### src/rtl/dest_reg_scoreboard.sv
// dest_reg_scoreboard: tracks outstanding register-file writes between decode
// and writeback. Each architectural register r=1..31 owns a small saturating
// in-flight counter; register 0 is never tracked and always reads as idle.
// Issue is stalled on RAW hazards (a used source still has a write in flight)
// and when the destination counter is already at its maximum.
// Optional feature macro: WB_BYPASS_EN -- assume same-cycle writeback-to-read
// forwarding, so a final retire in this cycle clears busy/dest_full immediately.
module dest_reg_scoreboard #(
  parameter int ADDR_W = 5,
  parameter int CNT_W  = 2,
  parameter int TOT_W  = 7
) (
  input  logic              clk,
  input  logic              rst_n,
  input  logic              issue_valid,
  input  logic              issue_wr,
  input  logic [ADDR_W-1:0] issue_dest,
  input  logic [ADDR_W-1:0] src_a,
  input  logic              src_a_used,
  input  logic [ADDR_W-1:0] src_b,
  input  logic              src_b_used,
  input  logic              wb_valid,
  input  logic [ADDR_W-1:0] wb_dest,
  output logic              stall,
  output logic              busy_a,
  output logic              busy_b,
  output logic [TOT_W-1:0]  pending_total,
  output logic              wb_err
);

  localparam int unsigned NREG = 1 << ADDR_W;
  localparam logic [CNT_W-1:0] CNT_MAX = '1;
  localparam logic [CNT_W-1:0] CNT_ONE = CNT_W'(1);

  logic [CNT_W-1:0] cnt_q [NREG];
  logic [CNT_W-1:0] cnt_d [NREG];
  logic [TOT_W-1:0] tot_q, tot_d;
  logic             err_q, err_d;

  logic [CNT_W-1:0] cnt_a, cnt_b, cnt_dest, cnt_wb;
  logic             dest_nz, wb_nz, dest_full, accept, retire, same_reg;

  // Counter lookups; register 0 is forced idle regardless of storage.
  always_comb begin
    cnt_a    = (src_a      == '0) ? '0 : cnt_q[src_a];
    cnt_b    = (src_b      == '0) ? '0 : cnt_q[src_b];
    cnt_dest = (issue_dest == '0) ? '0 : cnt_q[issue_dest];
    cnt_wb   = (wb_dest    == '0) ? '0 : cnt_q[wb_dest];
  end

  // Hazard detection, stall and the accept/retire qualifiers.
  always_comb begin
    dest_nz  = (issue_dest != '0);
    wb_nz    = (wb_dest != '0);
    retire   = wb_valid && wb_nz && (cnt_wb != '0);
    same_reg = (wb_dest == issue_dest);
`ifdef WB_BYPASS_EN
    busy_a    = src_a_used && (cnt_a != '0) &&
                !(wb_valid && (wb_dest == src_a) && (cnt_a == CNT_ONE));
    busy_b    = src_b_used && (cnt_b != '0) &&
                !(wb_valid && (wb_dest == src_b) && (cnt_b == CNT_ONE));
    dest_full = issue_wr && dest_nz && (cnt_dest == CNT_MAX) &&
                !(retire && same_reg);
`else
    busy_a    = src_a_used && (cnt_a != '0);
    busy_b    = src_b_used && (cnt_b != '0);
    dest_full = issue_wr && dest_nz && (cnt_dest == CNT_MAX);
`endif
    stall  = issue_valid && (busy_a || busy_b || dest_full);
    accept = issue_valid && !stall && issue_wr && dest_nz;
  end

  // Next-state counters: accept and retire on the same register cancel out.
  always_comb begin
    cnt_d = cnt_q;
    tot_d = tot_q;
    err_d = wb_valid && wb_nz && (cnt_wb == '0);
    if (accept && !(retire && same_reg)) begin
      cnt_d[issue_dest] = cnt_dest + CNT_ONE;
    end
    if (retire && !(accept && same_reg)) begin
      cnt_d[wb_dest] = cnt_wb - CNT_ONE;
    end
    if (accept && !retire) begin
      tot_d = tot_q + TOT_W'(1);
    end else if (retire && !accept) begin
      tot_d = tot_q - TOT_W'(1);
    end
    cnt_d[0] = '0;
  end

  // State registers with synchronous active-low reset.
  always_ff @(posedge clk) begin
    if (!rst_n) begin
      for (int unsigned i = 0; i < NREG; i++) begin
        cnt_q[i] <= '0;
      end
      tot_q <= '0;
      err_q <= 1'b0;
    end else begin
      cnt_q <= cnt_d;
      tot_q <= tot_d;
      err_q <= err_d;
    end
  end

  assign pending_total = tot_q;
  assign wb_err        = err_q;

endmodule

### config.mk
export PLATFORM = sky130hd
export DESIGN_NAME = dest_reg_scoreboard
export DESIGN_NICKNAME = d
export VERILOG_FILES = /design/src/rtl/dest_reg_scoreboard.sv
export SDC_FILE = /design/constraint.sdc
export NUM_CORES = 1
export LEC_CHECK = 0
export CAP_MARGIN = 20
export CORE_MARGIN = 2
export CORE_UTILIZATION = 50
export CTS_BUF_LIST = sky130_fd_sc_hd__clkbuf_2 sky130_fd_sc_hd__clkbuf_4 sky130_fd_sc_hd__clkbuf_8
export DETAILED_ROUTE_END_ITERATION = 16
export GPL_TIMING_DRIVEN = 0
export PLACE_DENSITY = 0.69
export SLEW_MARGIN = 15
export SYNTH_ARGS = -nofsm -noshare
export SYNTH_HDL_FRONTEND = slang
export SYNTH_SLANG_ARGS = --single-unit
### constraint.sdc
create_clock -name clk -period 6.5 [get_ports clk]
set_clock_uncertainty 0.1 [all_clocks]
set_input_delay 1.3 -clock clk [delete_from_list [all_inputs] [get_ports clk]]
set_output_delay 1.3 -clock clk [all_outputs]
set_load 0.05 [all_outputs]
Yosys cells after proc, flatten, opt, wreduce, memory -nomap -nowiden:

Cells that the tools add are included.

* $add $sub $neg: 4
* magnitude comparators: 6
* equal/unequal tests: 2
* mux-type cells: 26
* bitwise operators: 4
* reduce and logical (&&, ||, !) cells: 37

Operator list (number)
* 64-bit bitwise mux: 2
* 64-bit two-way mux: 1
* 62-bit two-way mux: 1
* 2-bit binary-select mux with 5-bit select: 4
* 2-bit two-way mux: 14
* 6-bit greater-or-equal comparator (second input constant): 4
* 5-bit inverter with 6-bit output: 4
* 2-bit demux with 5-bit select: 2
* 5-bit logical NOT: 4
* 1-bit logical AND: 19
* 7-bit two-way mux: 2
* 6-bit by 1-bit < comparator with 1-bit output (second input constant): 2
* 5-bit nonzero test: 2
* 2-bit nonzero test: 4
* 7-bit by 1-bit adder with 7-bit output (second input constant): 1
* 7-bit by 1-bit subtractor with 7-bit output (second input constant): 1
* 5-bit equality test: 1
* 1-bit logical NOT: 5
* 2-bit by 1-bit adder with 2-bit output (second input constant): 1
* 2-bit equality test (second input constant): 1
* 2-bit logical NOT: 1
* 1-bit logical OR: 2
* 2-bit by 1-bit subtractor with 2-bit output (second input constant): 1

* flip-flop bits (word level): 72
* output and inout port bits: 11

Logic depth before layout (Yosys ltp):

* depth after elaboration: 18
* mapped depth: 23
* gate-level depth less buffers: 21

Least setup slack after synthesis:

No wires, ideal clock.

* path type: in2reg
* start: input issue_dest[0]
* end: register tot_q[6], in the netlist pending_total[6]
* data arrival time: 5794 ps
* data required time: 6330 ps
* path slack: 536 ps
* stages: 22
* cells stage by stage: clkbuf_1 > clkbuf_1 > buf_1 > mux4_2 > nand2_1 > o21ai_0 > a221oi_1 > nand3_1 > ha_1 > inv_1 > o2111ai_1 > nor2_1 > ha_1 > inv_1 > fa_1 > a21o_1 > a21oi_1 > o21bai_1 > a21oi_1 > xnor2_1 > or3_1 > a21oi_1

* cells in the longest elaborated chain, start to end: 16

Ends and longest elaborated chain
* from (decl): line 17 `input logic [ADDR_W-1:0] issue_dest,`
* 5-bit inverter with 6-bit output (not written as such): line 47 `cnt_dest = (issue_dest == '0) ? '0 : cnt_q[issue_dest];`
* 2-bit binary-select mux with 5-bit select: line 47
* 2-bit two-way mux (not written as such) (2 in series): line 47
* 2-bit two-way mux: line 47
* 2-bit equality test: line 67 `dest_full = issue_wr && dest_nz && (cnt_dest == CNT_MAX);`
* 1-bit logical AND: line 67
* 1-bit logical OR: line 69 `stall = issue_valid && (busy_a || busy_b || dest_full);`
* 1-bit logical AND: line 69
* 1-bit logical NOT: line 70 `accept = issue_valid && !stall && issue_wr && dest_nz;`
* 1-bit logical AND (2 in series): line 70
* 1-bit logical AND (*): line 70
* 1-bit logical NOT: line 86 `end else if (retire && !accept) begin`
* 1-bit logical AND: line 86
* 2-bit nonzero test (no line)
* to (signal assigned): line 102 `tot_q <= tot_d;`
* to (decl): line 37 `logic [TOT_W-1:0] tot_q, tot_d;`

Mark *: on every way between the ends. The rest lies on a longest branch, timed or not. The select of a mux whose other input is x is not followed.
A chain may end at the register's enable or synchronous reset.

Final worst setup path:

* start: input wb_dest[1]
* end: register cnt_q[46] in the netlist's numbering

* cells in the longest elaborated chain, start to end: 13

Ends and longest elaborated chain
* from (decl): line 23 `input logic [ADDR_W-1:0] wb_dest,`
* 5-bit inverter with 6-bit output (not written as such): line 48, 82
* 2-bit binary-select mux with 5-bit select: line 48 `cnt_wb = (wb_dest == '0) ? '0 : cnt_q[wb_dest];`
* 2-bit two-way mux (not written as such) (2 in series): line 48
* 2-bit two-way mux: line 48
* 2-bit nonzero test: line 55 `retire = wb_valid && wb_nz && (cnt_wb != '0);`
* 1-bit logical AND: line 55
* 1-bit logical AND: line 78 `if (accept && !(retire && same_reg)) begin`
* 1-bit logical NOT: line 78
* 1-bit logical AND: line 78
* 64-bit two-way mux: line 78
* 64-bit bitwise mux: line 82 `cnt_d[wb_dest] = cnt_wb - CNT_ONE;`
* 62-bit two-way mux (*): line 81 `if (retire && !(accept && same_reg)) begin`
* to (signal assigned): line 101 `cnt_q <= cnt_d;`
* to (decl): line 35 `logic [CNT_W-1:0] cnt_q [NREG];`

Marked as above.

==> flow_metrics.py <==
metrics = {
    "synth": {
        "synth_cell_type_count": 72,
        "yosys.area.top_type_share_pct": 23.3,
        "ys_top_cells_by_area": "dfxtp_1 (23%), mux4_2 (13%), nor2_1 (3.9%)",
        "yosysSeqAreaShare_pct": 23.3,
        "yosysTopAreaCell": "dfxtp_1",
        "ys.flop_type": "dfxtp_1",
        "yosys_warnings": 0,
        "syn-num-nets": 713,
        "synth-edff-count": 0,
        "syn_area_um2": 6030,
        "ys_seq_elements": 70,
        "async_flop_share_pct": 0,
        "avgSynthCellArea_um2": 8.90,
        "synthCells": 677,
    },
    "routing": {
        "wl_um": 27300,
        "wire_per_inst_um": 31.4,
        "viasPerCell": 7.77,
        "first_iter_violations": 1087,
        "firstDrtPassIters": 8,
        "vias": 6771,
        "route.detailed.drc": 0,
        "ant_nets": 0,
    },
    "flow_run": {
        "max_cap_violations": 0,
    },
    "die": {
        "initial_core_util_pct": 50.6,
        "dieArea_um2": 12900,
        "rows": 40,
        "pin_count": 38,
        "fp.coreArea_um2": 11900,
        "die_y_um": 114,
        "die_x_um": 114,
    },
    "final_layout": {
        "final_cell_mix": "dfxtp_1 (70), nor2_1 (62), clkbuf_1 (43), mux4_2 (36), nand2_1 (36)",
        "fill_cells": 1129,
        "fin_nets": 755,
        "utilization_pct": 56.7,
        "diodes": 0,
        "final_common_cell": "dfxtp_1",
        "area_growth_pct": 12.1,
        "drive_gt1_share_pct": 18.2,
        "finalNonFillerCells": 871,
    },
    "clocking": {
        "holdBufCountCts": 0,
        "cts_tree": "built",
        "clock_sinks": 70,
        "h-tree-depth": 3,
        "cts.path.max_buffers": 2,
        "path_clk_slew_ns": 0.10,
        "post_cts_resized": 2,
        "cts_made_buffers": 9,
        "insertion_delay_ns": 0.39,
        "root_buffer": "clkbuf_8",
        "cts_setup_buffers": 0,
    },
    "worst_setup_path": {
        "setup.worst_path.end_class": "flip-flop",
        "r2r-start": "cnt_q[40]",
        "cp_cell_sequence": "clkbuf_1 > clkbuf_1 > clkbuf_1 > mux4_2 > a22oi_1 > and4_1 > ha_1 > nor2_1 > clkbuf_1 > clkbuf_1 > nand4b_1 > o221a_2",
        "crit_start": "wb_dest[1]",
        "crit_buf_inv": 5,
        "start_kind": "primary input",
        "critical_path_class": "in2reg",
        "crit_slowest_cell": "clkbuf_1",
        "path_max_fanout": 10,
        "crit_path_frequent_cell": "clkbuf_1",
        "slowest_delay_ns": 0.62,
        "critPathArrivalTime_ns": 6.51,
        "critical-path-top-delay-family": "buffers and inverters",
        "cp.required_ns": 6.68,
    },
    "global_routing": {
        "grt_max_degree": 14,
        "grt_pass1_wl_um": 40100,
        "grtUsageTotal_pct": 42.5,
        "grt_pass1_vias": 6487,
        "grt_overflow": 0,
        "antenna_found_initial": 0,
    },
    "pwr": {
        "total_power_mw": 1.10,
        "p_leak_nw": 2.30,
        "peakVddDrop_v": 0.0000993,
        "power_density_nw_per_um2": 163,
    },
    "sta": {
        "setup_ws_ns": 0.170,
        "max_freq_mhz": 158,
        "min_period_over_period_pct": 97.4,
        "fin_tns_setup_ns": 0,
        "tightest_slew_ns": 1.09,
        "relSlewSlack_pct": 27.1,
        "slew_viol_final": 0,
        "grt_setup_unrepaired": "no",
        "finalSetupViolations": 0,
        "post-route-min-period_ns": 6.33,
        "hold_viol": 0,
    },
    "placement": {
        "gp_congestion": 1.06,
        "dp_worst_setup_slack_ns": -0.506,
        "dp_cells": 855,
        "portBuffers": 31,
        "dp_hpwl_um": 20400,
    },
    "min_path": {
        "hp-class": "reg2reg",
        "hp-start": "pending_total[6]",
    },
    "status": {
        "status": "finished clean",
    },
}
==> logic make-up after synthesis <==
family | after synthesis | share of synthesized area [%]
AOI/OAI and AO/OA | 222 | 29.2
and+or+nand+nor | 216 | 20.2
adders and majority gates | 9 | 1.99
DFF | 70 | 23.3
muxes | 60 | 17.8
xor gates and xnor gates | 11 | 1.60
buffers and inverters | 89 | 5.94
==> final timing paths <==
path,endpoint,slack [ns],depth (start not counted)
worst min-delay path,pending_total[6],0.40,2
worst max register to register,pending_total[6],1.68,18
worst max-delay path,cnt_q[46],0.17,12
worst min register to register,pending_total[6],0.40,2
==> per-stage QoR <==
stage               instance area [um^2]  hold slack, ns
global placement                    6520           0.368
detailed placement                  6520           0.391
CTS                                 6730           0.402
global route                        6750           0.440
finish                              6750           0.404
floorplan                           6030           0.361
==> Yosys cell counts, types with 6 or more instances <==
master,count
mux2_2,12
nand3_1,8
ha_1,8
nor4_2,10
nor2_1,62
inv_1,18
nor3b_1,7
o31a_1,8
o22ai_1,8
o22a_1,10
nand3b_1,6
or2_2,6
o221a_2,20
nand4_1,18
buf_2,13
o31ai_1,16
o311a_1,7
o211a_1,14
xor2_1,7
o221ai_1,11
mux2i_1,7
clkbuf_1,48
nand2_1,36
mux4_2,36
o41ai_1,17
nor3_1,12
a31oi_1,6
a22oi_1,11
a21oi_1,26
buf_1,7
dfxtp_1,70
and4_1,11
o21ai_0,29
==> layout make-up <==
cell class	count	area [um^2]	share of cell area, %
repair buffers	31	313	4.63
clock buffers	10	138	2.04
multi-input cells	518	4280	63.4
inverters	20	75.1	1.11
well taps	147	184	2.72
plain buffers	69	290	4.30
clock inverters	6	68.8	1.02
flip-flops and latches	70	1400	20.7
==> layer usage <==
layer	vias to the layer above	global-route usage [%]	part of all wire, %
li1	2803	-	-
met5	-	0	0
met4	0	19.6	5.4
met2	667	63.0	42
met1	3172	56.2	37
met3	129	14.1	16
==> state kept, by name, summed over array words and instances, names as in the netlist <==
register	count
cnt_q	62
wb_err	1
pending_total	7
==> worst min-delay path: stages (launching register included) <==
cell and delay [ns]:
dfxtp_1 0.33, o21ai_0 0.07, a21oi_1 0.06
==> power by group <==
group          switching, mW  total [mW]  internal [mW]
clock network          0.202       0.392          0.190
registers            0.00720       0.442          0.435
logic                  0.177       0.265         0.0876
total                  0.386        1.10          0.712
(Power assumes the default switching activity.)
